$ cat config.mk
export PLATFORM = sky130hd
export DESIGN_NAME = arbitro_rr_4
export DESIGN_NICKNAME = d
export VERILOG_FILES = /design/src/rtl/arbitro_rr_4.sv
export SDC_FILE = /design/constraint.sdc
export NUM_CORES = 1
export LEC_CHECK = 0
export CORE_MARGIN = 2
export CORE_UTILIZATION = 37
export DETAILED_ROUTE_END_ITERATION = 12
export PLACE_DENSITY = 0.84
export SKIP_CTS_REPAIR_TIMING = 1
export SLEW_MARGIN = 20
export SYNTH_ARGS = -nofsm -noshare
export SYNTH_HDL_FRONTEND = slang
export SYNTH_SLANG_ARGS = --single-unit
$ cat constraint.sdc
create_clock -name clk -period 4.1 [get_ports clk]
set_input_delay 0.41 -clock clk [delete_from_list [all_inputs] [get_ports clk]]
set_output_delay 0.41 -clock clk [all_outputs]
set_load 0.05 [all_outputs]
$ cat src/rtl/arbitro_rr_4.sv
// Round-robin arbiter sharing one 4:1 operand mux between four requesters.
// Optional forced release after TIMEOUT_CYC busy cycles when ARB_TIMEOUT_EN is defined.
module arbitro_rr_4 #(
  parameter int WIDTH       = 32,
  parameter int TIMEOUT_CYC = 16
) (
  input  logic             clk,
  input  logic             rst_n,
  input  logic [3:0]       req,
  input  logic [WIDTH-1:0] operando_0,
  input  logic [WIDTH-1:0] operando_1,
  input  logic [WIDTH-1:0] operando_2,
  input  logic [WIDTH-1:0] operando_3,
  input  logic             done,
  output logic [1:0]       control,
  output logic [3:0]       grant,
  output logic             valid,
  output logic [WIDTH-1:0] salida,
  output logic             timeout
);

  typedef enum logic {IDLE, BUSY} state_t;

  state_t           state;
  logic [1:0]       ptr;
  logic [1:0]       winner;
  logic [WIDTH-1:0] sel_op;
  logic             drop;
  logic             to_hit;
  logic             release_now;

  if (TIMEOUT_CYC < 2 || TIMEOUT_CYC > 255) begin : g_param_check
    $error("TIMEOUT_CYC out of range 2..255");
  end

  // Lowest rotated offset wins, so scan offsets from farthest to nearest.
  always_comb begin
    winner = ptr;
    for (int i = 3; i >= 0; i--) begin
      if (req[ptr + 2'(i)]) winner = ptr + 2'(i);
    end
  end

  always_comb begin
    case (control)
      2'd0:    sel_op = operando_0;
      2'd1:    sel_op = operando_1;
      2'd2:    sel_op = operando_2;
      default: sel_op = operando_3;
    endcase
  end

  assign drop        = ~req[control];
  assign release_now = done | drop | to_hit;

`ifdef ARB_TIMEOUT_EN
  logic [7:0] busy_cnt;

  // Forced release only when neither of the ordinary release causes is present.
  assign to_hit = (state == BUSY) && (busy_cnt == 8'(TIMEOUT_CYC - 1)) && !done && !drop;

  always_ff @(posedge clk or negedge rst_n) begin
    if (!rst_n) begin
      busy_cnt <= 8'd0;
      timeout  <= 1'b0;
    end else begin
      timeout <= to_hit;
      if (state == BUSY) busy_cnt <= busy_cnt + 8'd1;
      else               busy_cnt <= 8'd0;
    end
  end
`else
  assign to_hit  = 1'b0;
  assign timeout = 1'b0;
`endif

  always_ff @(posedge clk or negedge rst_n) begin
    if (!rst_n) begin
      state   <= IDLE;
      ptr     <= 2'd0;
      control <= 2'd0;
      grant   <= 4'b0000;
      valid   <= 1'b0;
      salida  <= '0;
    end else begin
      case (state)
        IDLE: begin
          if (|req) begin
            control <= winner;
            grant   <= 4'b0001 << winner;
            valid   <= 1'b1;
            state   <= BUSY;
          end
        end
        default: begin
          // control and salida keep their last values across the release edge.
          if (release_now) begin
            grant <= 4'b0000;
            valid <= 1'b0;
            state <= IDLE;
            ptr   <= control + 2'd1;
          end else begin
            salida <= sel_op;
          end
        end
      endcase
    end
  end

endmodule

==> impl_metrics.env, run 1 <==
export IMPL_outcome="completed"
export IMPL_layout_drive_gt1_share_pct=3.97
export IMPL_io_pins=175
export IMPL_cts_sinks=42
export IMPL_placed_cell_area_um2=4100
export IMPL_regToRegEndpoint="salida[24]$_DFFE_PN0P_"
export IMPL_peakVddDrop_v=0.000477
export IMPL_synth_distinct_cells=30
export IMPL_multi_input_area_um2=1230
export IMPL_power_leakage_nw=1.71
export IMPL_fin_crit_sh_pct=59.2
export IMPL_worstSkewPairLatency_ns=0.29
export IMPL_vias=2724
export IMPL_worstSetupPathType="in2reg"
export IMPL_rsz0062_at_grt="false"
export IMPL_hold_path_class="in2async"
export IMPL_path_max_fanout=65
export IMPL_initial_utilization_pct=38.0
export IMPL_routed_wl_um=7980
export IMPL_synthCells=273
export IMPL_cp_start_kind="input port"
export IMPL_place_hpwl_um=5930
export IMPL_synth_nets=412
export IMPL_cts_tree="built"
export IMPL_ys_ff_latch=42
export IMPL_die_h_um=84.3
export IMPL_tns_ns=0
export IMPL_antenna_left=0
export IMPL_grtUsageTotal_pct=22.2
export IMPL_routabilityCongestion=0.814
export IMPL_die_area_um2=7100
export IMPL_h_tree_depth=2
export IMPL_worstRegToRegCells=3
export IMPL_num_rows=29
export IMPL_routedWlPerCell_um=15.8
export IMPL_drv_cap=0
export IMPL_clkTransAtPathRegs_ns=0.07
export IMPL_cp_cell_sequence="clkdlybuf4s50_1 > mux4_2 > nand3_2 > o21ai_0"
export IMPL_io_buffers=173
export IMPL_crit_arrival_ns=2.61
export IMPL_finalCriticalPeriod_ns=2.43
export IMPL_slowest_delay_ns=0.79
export IMPL_ff_latch_area_um2=1050
export IMPL_post_route_drc_count=0
export IMPL_async_flop_share_pct=100
export IMPL_critical_path_slowest_cell="nand3_2"
export IMPL_syn_area_um2=2380
export IMPL_grt_pass1_vias=2726
export IMPL_cp_end_kind="flop"
export IMPL_power_per_cell_area_nw_per_um2=700
export IMPL_fin_nets=568
export IMPL_grt_max_degree=66
export IMPL_grt_ovfl_total=0
export IMPL_yosysSeqAreaShare_pct=44.1
export IMPL_via_per_inst=5.39
export IMPL_design_core_area_um2=6280
export IMPL_maxSlewViolCount=0
export IMPL_grt_first_pass_wirelength_um=12800
export IMPL_finalHoldViolations=0
export IMPL_fin_area_um2=4200
export IMPL_worst_pin_slew_ns=1.03
export IMPL_setup_viol=0
export IMPL_initialDrtViolationCount=175
export IMPL_area_delta_synth_final_pct=76.2
export IMPL_syn_area_per_cell_um2=8.73
export IMPL_worstPathRequired_ns=4.28
export IMPL_die_w_um=84.3
export IMPL_maxSlewHeadroom_pct=31.6
export IMPL_timing_rr_start="control[1]$_DFFE_PN0P_"
export IMPL_cts_buffer_depth=2
export IMPL_fin_skew_ns=0.00452
export IMPL_r2r_setup_slack_ns=1.83
export IMPL_insertedDiodeCount=0
export IMPL_cts_buffers=5
export IMPL_yosys_warnings=0
export IMPL_fillers=528
export IMPL_synth_edf_count=0
export IMPL_drt_pass1_iter_count=9
export IMPL_synthFlopType="dfrtp_1"
export IMPL_cts_root_buf="clkbuf_8"
export IMPL_fmax_mhz=412
export IMPL_antenna_found_initial=0
-- cells by family (layout without fill, tap and decap cells) --
kind of cell             after synthesis  count (layout)  share of synthesized area (%)
AO/OA/AOI/OAI                        116             116                           33.1
adder cells (fa/ha/maj)                4               4                           2.10
buffers and inverters                 28             183                           5.41
flip-flops                            42              42                           44.1
multiplexers                           2               2                           1.42
other                                  1               1                          0.157
AND/OR/NAND/NOR                       80              80                           13.8
-- critical path: cells and delay by family --
kind / cells / cell delay, ns
AO/OA/AOI/OAI: 1 / 0.47
multiplexers: 1 / 0.32
buffers and inverters: 1 / 0.61
AND/OR/NAND/NOR: 1 / 0.79
-- flip-flops by register name, indices dropped and copies added (netlist names) --
name     flops
state        1
ptr          2
valid        1
grant        4
control      2
salida      32
-- metrics by stage --
| stage | std cells | hold WS [ns] | utilization (%) | total power, mW | setup slack, ns |
|---|---|---|---|---|---|
| 3_5_place_dp | 499 | 0.466 | 65.4 | 2.68 | 1.34 |
| 6_report | 505 | 0.254 | 66.9 | 2.94 | 1.67 |
| 5_1_grt | 505 | 0.326 | 66.9 | 3.16 | 1.39 |
| 3_3_place_gp | 499 | 0.460 | 65.3 | 2.64 | 1.49 |
| 2_1_floorplan | 273 | 0.114 | - | 2.04 | 2.13 |
| 4_1_cts | 505 | 0.292 | 66.7 | 2.95 | 1.66 |
-- cell usage after synthesis, drive strengths merged (2+ instances only) --
cell type | n | area share, %
a222oi | 32 | 13
nand2b | 2 | 0.52
nand2 | 37 | 5.8
o2bb2ai | 2 | 0.74
o21ai | 34 | 7.1
a22o | 2 | 0.74
a21o | 2 | 0.63
nor2 | 34 | 5.4
clkbuf | 18 | 2.9
ha | 4 | 2.1
dfrtp | 42 | 44
inv | 4 | 0.63
a21oi | 37 | 7.8
o22a | 2 | 0.74
buf | 6 | 1.9
or2b | 2 | 0.63
-- power by group --
part	switching [mW]	internal, mW
logic	1.22	0.745
registers	0.122	0.590
clock network	0.134	0.130
-- per-layer routing --
| layer | share of wire [%] | global-route usage, % | vias up |
|---|---|---|---|
| li1 | - | - | 1333 |
| met1 | 39 | 26.2 | 1251 |
| met2 | 51 | 39.0 | 126 |
| met3 | 7.8 | 6.59 | 14 |
| met4 | 1.8 | 7.04 | 0 |
| met5 | 0 | 0 | - |
-- layout by cell type, fill, tap and decap left out, types with 3 or more instances in the layout --
cell type / n
clkdlybuf4s50_1: 172
dfrtp_1: 42
nand2_1: 37
a21oi_1: 37
nor2_1: 34
o21ai_0: 34
a222oi_1: 32
clkbuf_8: 6
inv_1: 4
ha_2: 3
-- layout make-up --
class                      instances  share of cell area [%]
tap                               77                    2.29
multi-input combinational        203                    29.3
clock buffer                       6                    1.97
sequential                        42                    25.0
inverter                           4                   0.357
timing repair buffer             173                    41.1
-- worst max path at each step --
stage                                       from                     end  slack, ns  cells after the start
after floorplan           control[1]$_DFFE_PN0P_    grant[1]$_DFFE_PN0P_       2.13                      4
after detailed placement                  req[0]  salida[31]$_DFFE_PN0P_       1.34                      4
final                                     req[0]  salida[24]$_DFFE_PN0P_       1.67                      4
after global placement                    req[2]  salida[12]$_DFFE_PN0P_       1.49                      5
after CTS                                 req[0]  salida[13]$_DFFE_PN0P_       1.66                      4
after global routing                      req[0]  salida[27]$_DFFE_PN0P_       1.39                      4
Note: power is estimated with default switching activity, not from simulation.
==> inputs of run 2 (changes only) <==
CORE_UTILIZATION = 31   (was 37)
PLACE_DENSITY = 0.75   (was 0.84)
clock period = 2 ns   (was 4.1 ns; I/O delays follow)
==> run 2 against run 1 <==
  * Clock-buffer cell count is 1 lower
  * Worst setup slack got worse by 1.4 ns
  * Combinational power up 110%
  * Global-route usage decreased by 2.5 points
  * Design area increased by 4.6%
  * Flip-flop and latch count unchanged
  * Critical path depth is 3 lower
  * Core utilization fell by 7.0 points
  * Sequential share of layout area shrank 1.0 points
  * Die area increased by 18%
  * Via count up 2.2%
  * Total power rose by 110%
  * Highest routed layer unchanged
==> impl_metrics.env, run 2 (synthesis results as in run 1) <==
export IMPL_hold_path_class="in2async"
export IMPL_routed_wl_um=8400
export IMPL_slowest_delay_ns=0.83
export IMPL_worst_pin_slew_ns=0.543
export IMPL_worstRegToRegCells=7
export IMPL_num_rows=31
export IMPL_rsz0062_at_grt="false"
export IMPL_top_register="salida"
export IMPL_cts_sinks=42
export IMPL_fin_crit_sh_pct=88.2
export IMPL_placed_cell_area_um2=4270
export IMPL_cts_buffers=5
export IMPL_regToRegEndpoint="salida[23]$_DFFE_PN0P_"
export IMPL_worst_slack_ns=0.236
export IMPL_area_delta_synth_final_pct=84.4
export IMPL_cp_num_buf_inv=1
export IMPL_cts_tree="built"
export IMPL_layout_common_cells="172 x clkdlybuf4s50_1, 40 x dfrtp_1, 37 x nand2_1, 37 x a21oi_1"
export IMPL_cts_buffer_depth=2
export IMPL_cp_end_kind="output port"
export IMPL_fmax_mhz=567
export IMPL_timing_hold_ws_ns=0.361
export IMPL_worstPathRequired_ns=1.80
export IMPL_cp_start_kind="flop"
export IMPL_path_max_fanout=6
export IMPL_worstSetupPathType="reg2out"
export IMPL_fin_area_um2=4390
export IMPL_r2r_setup_slack_ns=0.24
export IMPL_vias=2785
export IMPL_cp_cell_sequence="clkdlybuf4s50_1"
export IMPL_die_w_um=91.7
export IMPL_finalCriticalPeriod_ns=1.76
export IMPL_post_route_drc_count=0
export IMPL_routedWlPerCell_um=15.4
export IMPL_io_pins=175
export IMPL_drt_pass1_iter_count=6
export IMPL_via_per_inst=5.10
export IMPL_die_h_um=91.7
export IMPL_power_leakage_nw=1.82
export IMPL_crit_arrival_ns=1.56
export IMPL_fin_skew_ns=0.00968
export IMPL_insertedDiodeCount=0
export IMPL_place_hpwl_um=6470
export IMPL_outcome="completed"
export IMPL_crit_family="buffers and inverters"
export IMPL_cts_root_buf="clkbuf_8"
export IMPL_io_buffers=173
export IMPL_routabilityCongestion=0.763
export IMPL_h_tree_depth=2
export IMPL_reg_top3="salida (32), grant (4)"
export IMPL_fin_nets=585
export IMPL_largest_register_ffs=32
export IMPL_tns_ns=0
export IMPL_antenna_found_initial=0
export IMPL_antenna_left=0
export IMPL_finalHoldViolations=0
export IMPL_maxSlewViolCount=0
export IMPL_timing_rr_start="control[0]$_DFFE_PN0P_"
export IMPL_final_util_pct=59.9
export IMPL_worstSkewPairLatency_ns=0.29
export IMPL_initial_utilization_pct=32.5
export IMPL_dp_slack_ns=0.0904
export IMPL_peakVddDrop_v=0.000541
export IMPL_grtUsageTotal_pct=19.7
export IMPL_grt_ovfl_total=0
export IMPL_die_area_um2=8410
export IMPL_clkTransAtPathRegs_ns=0.08
export IMPL_layout_commonest_cell="clkdlybuf4s50_1"
export IMPL_layout_drive_gt1_share_pct=7.61
export IMPL_setup_viol=0
export IMPL_grt_pass1_vias=2822
export IMPL_power_per_cell_area_nw_per_um2=1430
export IMPL_grt_max_degree=61
export IMPL_design_core_area_um2=7330
export IMPL_maxSlewHeadroom_pct=63.7
export IMPL_grt_first_pass_wirelength_um=13300
export IMPL_drv_cap=0
export IMPL_critical_path_slowest_cell="clkdlybuf4s50_1"
export IMPL_initialDrtViolationCount=196
-- run 2: cell count changes in the layout (fill, tap and decap cells not counted), sizes merged --
| cell | delta |
|---|---|
| buf | +16 |
| bufinv | +1 |
| clkbuf | -1 |
| clkinv | +2 |
| dlygate4sd3 | +1 |
-- run 2: worst register-to-register path: stages (launching register included) --
cell	delay, ns
dfrtp_2	0.45
inv_1	0.09
ha_1	0.22
buf_4	0.22
a222oi_1	0.40
nor2_1	0.07
a21oi_1	0.12
o21ai_0	0.08
-- run 2: how the worst max path moves through the flow --
stage	from	end	slack (ns)	cells past startpoint
detailed placement	req[0]	grant[1]$_DFFE_PN0P_	0.09	7
finish	control[1]$_DFFE_PN0P_	control[1]	0.24	1
floorplan	control[1]$_DFFE_PN0P_	grant[1]$_DFFE_PN0P_	0.03	4
CTS	control[0]$_DFFE_PN0P_	control[0]	0.15	1
global route	control[1]$_DFFE_PN0P_	salida[0]$_DFFE_PN0P_	0.04	7
global placement	req[3]	grant[3]$_DFFE_PN0P_	0.15	5
-- run 2: power breakdown --
| part | internal, mW | switching [mW] | total [mW] |
|---|---|---|---|
| logic | 1.65 | 2.53 | 4.18 |
| registers | 1.21 | 0.250 | 1.46 |
| clock network | 0.367 | 0.280 | 0.648 |
| total | 3.23 | 3.06 | 6.29 |
-- run 2: stage by stage --
stage	power, mW	std cells
2_1_floorplan	4.18	273
3_3_place_gp	5.61	537
3_5_place_dp	5.68	537
4_1_cts	6.34	545
5_1_grt	6.73	546
6_report	6.29	546
-- run 2: cell type report --
| class | count | area (um2) |
|---|---|---|
| Sequential cell | 42 | 1050 |
| Tap cell | 99 | 124 |
| Inverter | 4 | 15.0 |
| Clock buffer | 5 | 68.8 |
| Multi-Input combinational cell | 203 | 1210 |
| Fill cell | 624 | 2940 |
| Clock inverter | 3 | 40.0 |
| Timing Repair Buffer | 190 | 1880 |
-- run 2: routing by layer --
layer  share of wire, %  track usage [%]  up-vias  wire, um
met3                7.3             5.75        4       609
met5                  0                0        -         0
met1                 40             23.4     1296      3370
li1                   -                -     1369         -
met4               0.70             4.92        0        59
met2                 52             35.0      116      4360
==> inputs of run 3 (changes only) <==
CELL_PAD_IN_SITES_DETAIL_PLACEMENT = 1   (was not set)
CELL_PAD_IN_SITES_GLOBAL_PLACEMENT = 2   (was not set)
CORE_UTILIZATION = 16   (was 31)
MAX_ROUTING_LAYER = met4   (was not set)
==> run 3 against run 2 <==
  * Global-route usage is 7.0 points lower
  * Non-clock buffer count is 2 higher
  * Routed wire length is 20% higher
==> impl_metrics.env, run 3 (synthesis results as in run 1) <==
export IMPL_antenna_found_initial=0
export IMPL_grtUsageTotal_pct=12.8
export IMPL_cp_start_kind="flop"
export IMPL_worstSkewPairLatency_ns=0.28
export IMPL_via_per_inst=4.47
export IMPL_r2r_setup_slack_ns=0.26
export IMPL_reg_top3="salida (32), grant (4)"
export IMPL_grt_first_pass_wirelength_um=15900
export IMPL_p_int_mw=3.47
export IMPL_worstRegToRegCells=4
export IMPL_layout_common_cells="172 x clkdlybuf4s50_1, 41 x dfrtp_1, 37 x nand2_1, 37 x a21oi_1"
export IMPL_clkTransAtPathRegs_ns=0.06
export IMPL_fillers=1710
export IMPL_die_h_um=126
export IMPL_setup_viol=0
export IMPL_fmax_mhz=549
export IMPL_num_rows=44
export IMPL_timing_rr_start="control[1]$_DFFE_PN0P_"
export IMPL_cts_buffer_depth=2
export IMPL_worstPathRequired_ns=1.80
export IMPL_regToRegEndpoint="grant[3]$_DFFE_PN0P_"
export IMPL_antenna_left=0
export IMPL_fin_skew_ns=0.00401
export IMPL_fin_crit_sh_pct=91.1
export IMPL_tns_ns=0
export IMPL_maxSlewHeadroom_pct=61.2
export IMPL_comb_power_share_pct=64.8
export IMPL_outcome="completed"
export IMPL_grt_ovfl_total=0
export IMPL_initialDrtViolationCount=149
export IMPL_peakVddDrop_v=0.000465
export IMPL_routabilityCongestion=0.773
export IMPL_worstSetupPathType="reg2out"
export IMPL_cts_tree="built"
export IMPL_critical_path_slowest_cell="clkdlybuf4s50_1"
export IMPL_timing_hold_ws_ns=0.461
export IMPL_largest_register_ffs=32
export IMPL_die_area_um2=15900
export IMPL_rsz0062_at_grt="false"
export IMPL_routed_wl_um=10100
export IMPL_routedWlPerCell_um=15.9
export IMPL_cp_end_kind="output port"
export IMPL_grt_max_degree=36
export IMPL_power_per_cell_area_nw_per_um2=1460
export IMPL_die_w_um=126
export IMPL_design_core_area_um2=14500
export IMPL_top_register="salida"
export IMPL_crit_arrival_ns=1.62
export IMPL_layout_commonest_cell="clkdlybuf4s50_1"
export IMPL_post_route_drc_count=0
export IMPL_power_frac_clock_pct=13.6
export IMPL_area_delta_synth_final_pct=91.7
export IMPL_h_tree_depth=2
export IMPL_finalHoldViolations=0
export IMPL_io_pins=175
export IMPL_cp_cell_sequence="buf_4 > clkdlybuf4s50_1"
export IMPL_power_leakage_nw=1.85
export IMPL_p_sw_share_pct=48.0
export IMPL_cts_buffers=5
export IMPL_place_hpwl_um=7850
export IMPL_slowest_delay_ns=0.80
export IMPL_crit_family="buffers and inverters"
export IMPL_p_sw_mw=3.21
export IMPL_finalCriticalPeriod_ns=1.82
export IMPL_insertedDiodeCount=0
export IMPL_maxSlewViolCount=0
export IMPL_vias=2832
export IMPL_drv_cap=0
export IMPL_initial_utilization_pct=16.4
export IMPL_cp_num_buf_inv=2
export IMPL_pwr_share_seq_pct=21.6
export IMPL_path_max_fanout=5
export IMPL_drt_pass1_iter_count=5
export IMPL_worst_pin_slew_ns=0.581
export IMPL_layout_drive_gt1_share_pct=7.35
export IMPL_hold_path_class="in2async"
export IMPL_fin_nets=587
export IMPL_io_buffers=173
export IMPL_cts_root_buf="clkbuf_16"
export IMPL_cts_sinks=42
export IMPL_grt_pass1_vias=3089
## run 3: metrics by stage
step	cell area [um2]	power [mW]	utilization, %	instances	setup slack [ns]
6_report	4570	6.68	31.4	633	0.177
2_1_floorplan	2380	4.18	-	273	0.0343
3_3_place_gp	4390	5.74	30.2	624	0.111
5_1_grt	4570	7.22	31.4	633	0.0656
3_5_place_dp	4390	5.84	30.2	624	0.0598
4_1_cts	4560	6.78	31.4	632	0.0929
## run 3: power by group through the flow
stage | Combinational, mW | Clock [mW] | Sequential [mW]
final | 4.33 | 0.909 | 1.44
after global routing | 4.73 | 0.985 | 1.50
after floorplan | 1.63 | 0 | 2.54
after global placement | 4.30 | 0 | 1.44
after detailed placement | 4.38 | 0 | 1.46
after CTS | 4.39 | 0.941 | 1.45
## run 3: cell type report
type | count | area [um2] | area share (%)
inverters | 4 | 15.0 | 0.329
clock buffers | 7 | 133 | 2.90
clock inverters | 1 | 30.0 | 0.657
flip-flops and latches | 42 | 1050 | 23.0
well taps | 184 | 230 | 5.04
repair buffers | 192 | 1900 | 41.5
multi-input cells | 203 | 1210 | 26.5
## run 3: worst max path at each step
stage	startpoint	endpoint	slack, ns	depth (start not counted)
after global placement	req[0]	grant[1]$_DFFE_PN0P_	0.11	5
final	control[0]$_DFFE_PN0P_	control[0]	0.18	2
after floorplan	control[1]$_DFFE_PN0P_	grant[1]$_DFFE_PN0P_	0.03	4
after detailed placement	req[0]	grant[1]$_DFFE_PN0P_	0.06	5
after global routing	control[1]$_DFFE_PN0P_	salida[31]$_DFFE_PN0P_	0.07	7
after CTS	control[1]$_DFFE_PN0P_	control[1]	0.09	1
## run 3: worst reg2reg max path: cells and delay by family (launching register included)
family	cells	cell delay (ns)
AOI/OAI and AO/OA	2	0.43
and+or+nand+nor	1	0.17
muxes	1	0.58
DFF	1	0.45
## run 3: per-layer routing
layer	wire [um]	vias up	part of all wire [%]	GRT usage [%]
met4	113	0	1.1	2.71
met2	5010	107	50	22.2
met3	683	8	6.8	3.14
met5	0	-	0	-
li1	-	1374	-	-
met1	4250	1343	42	14.9
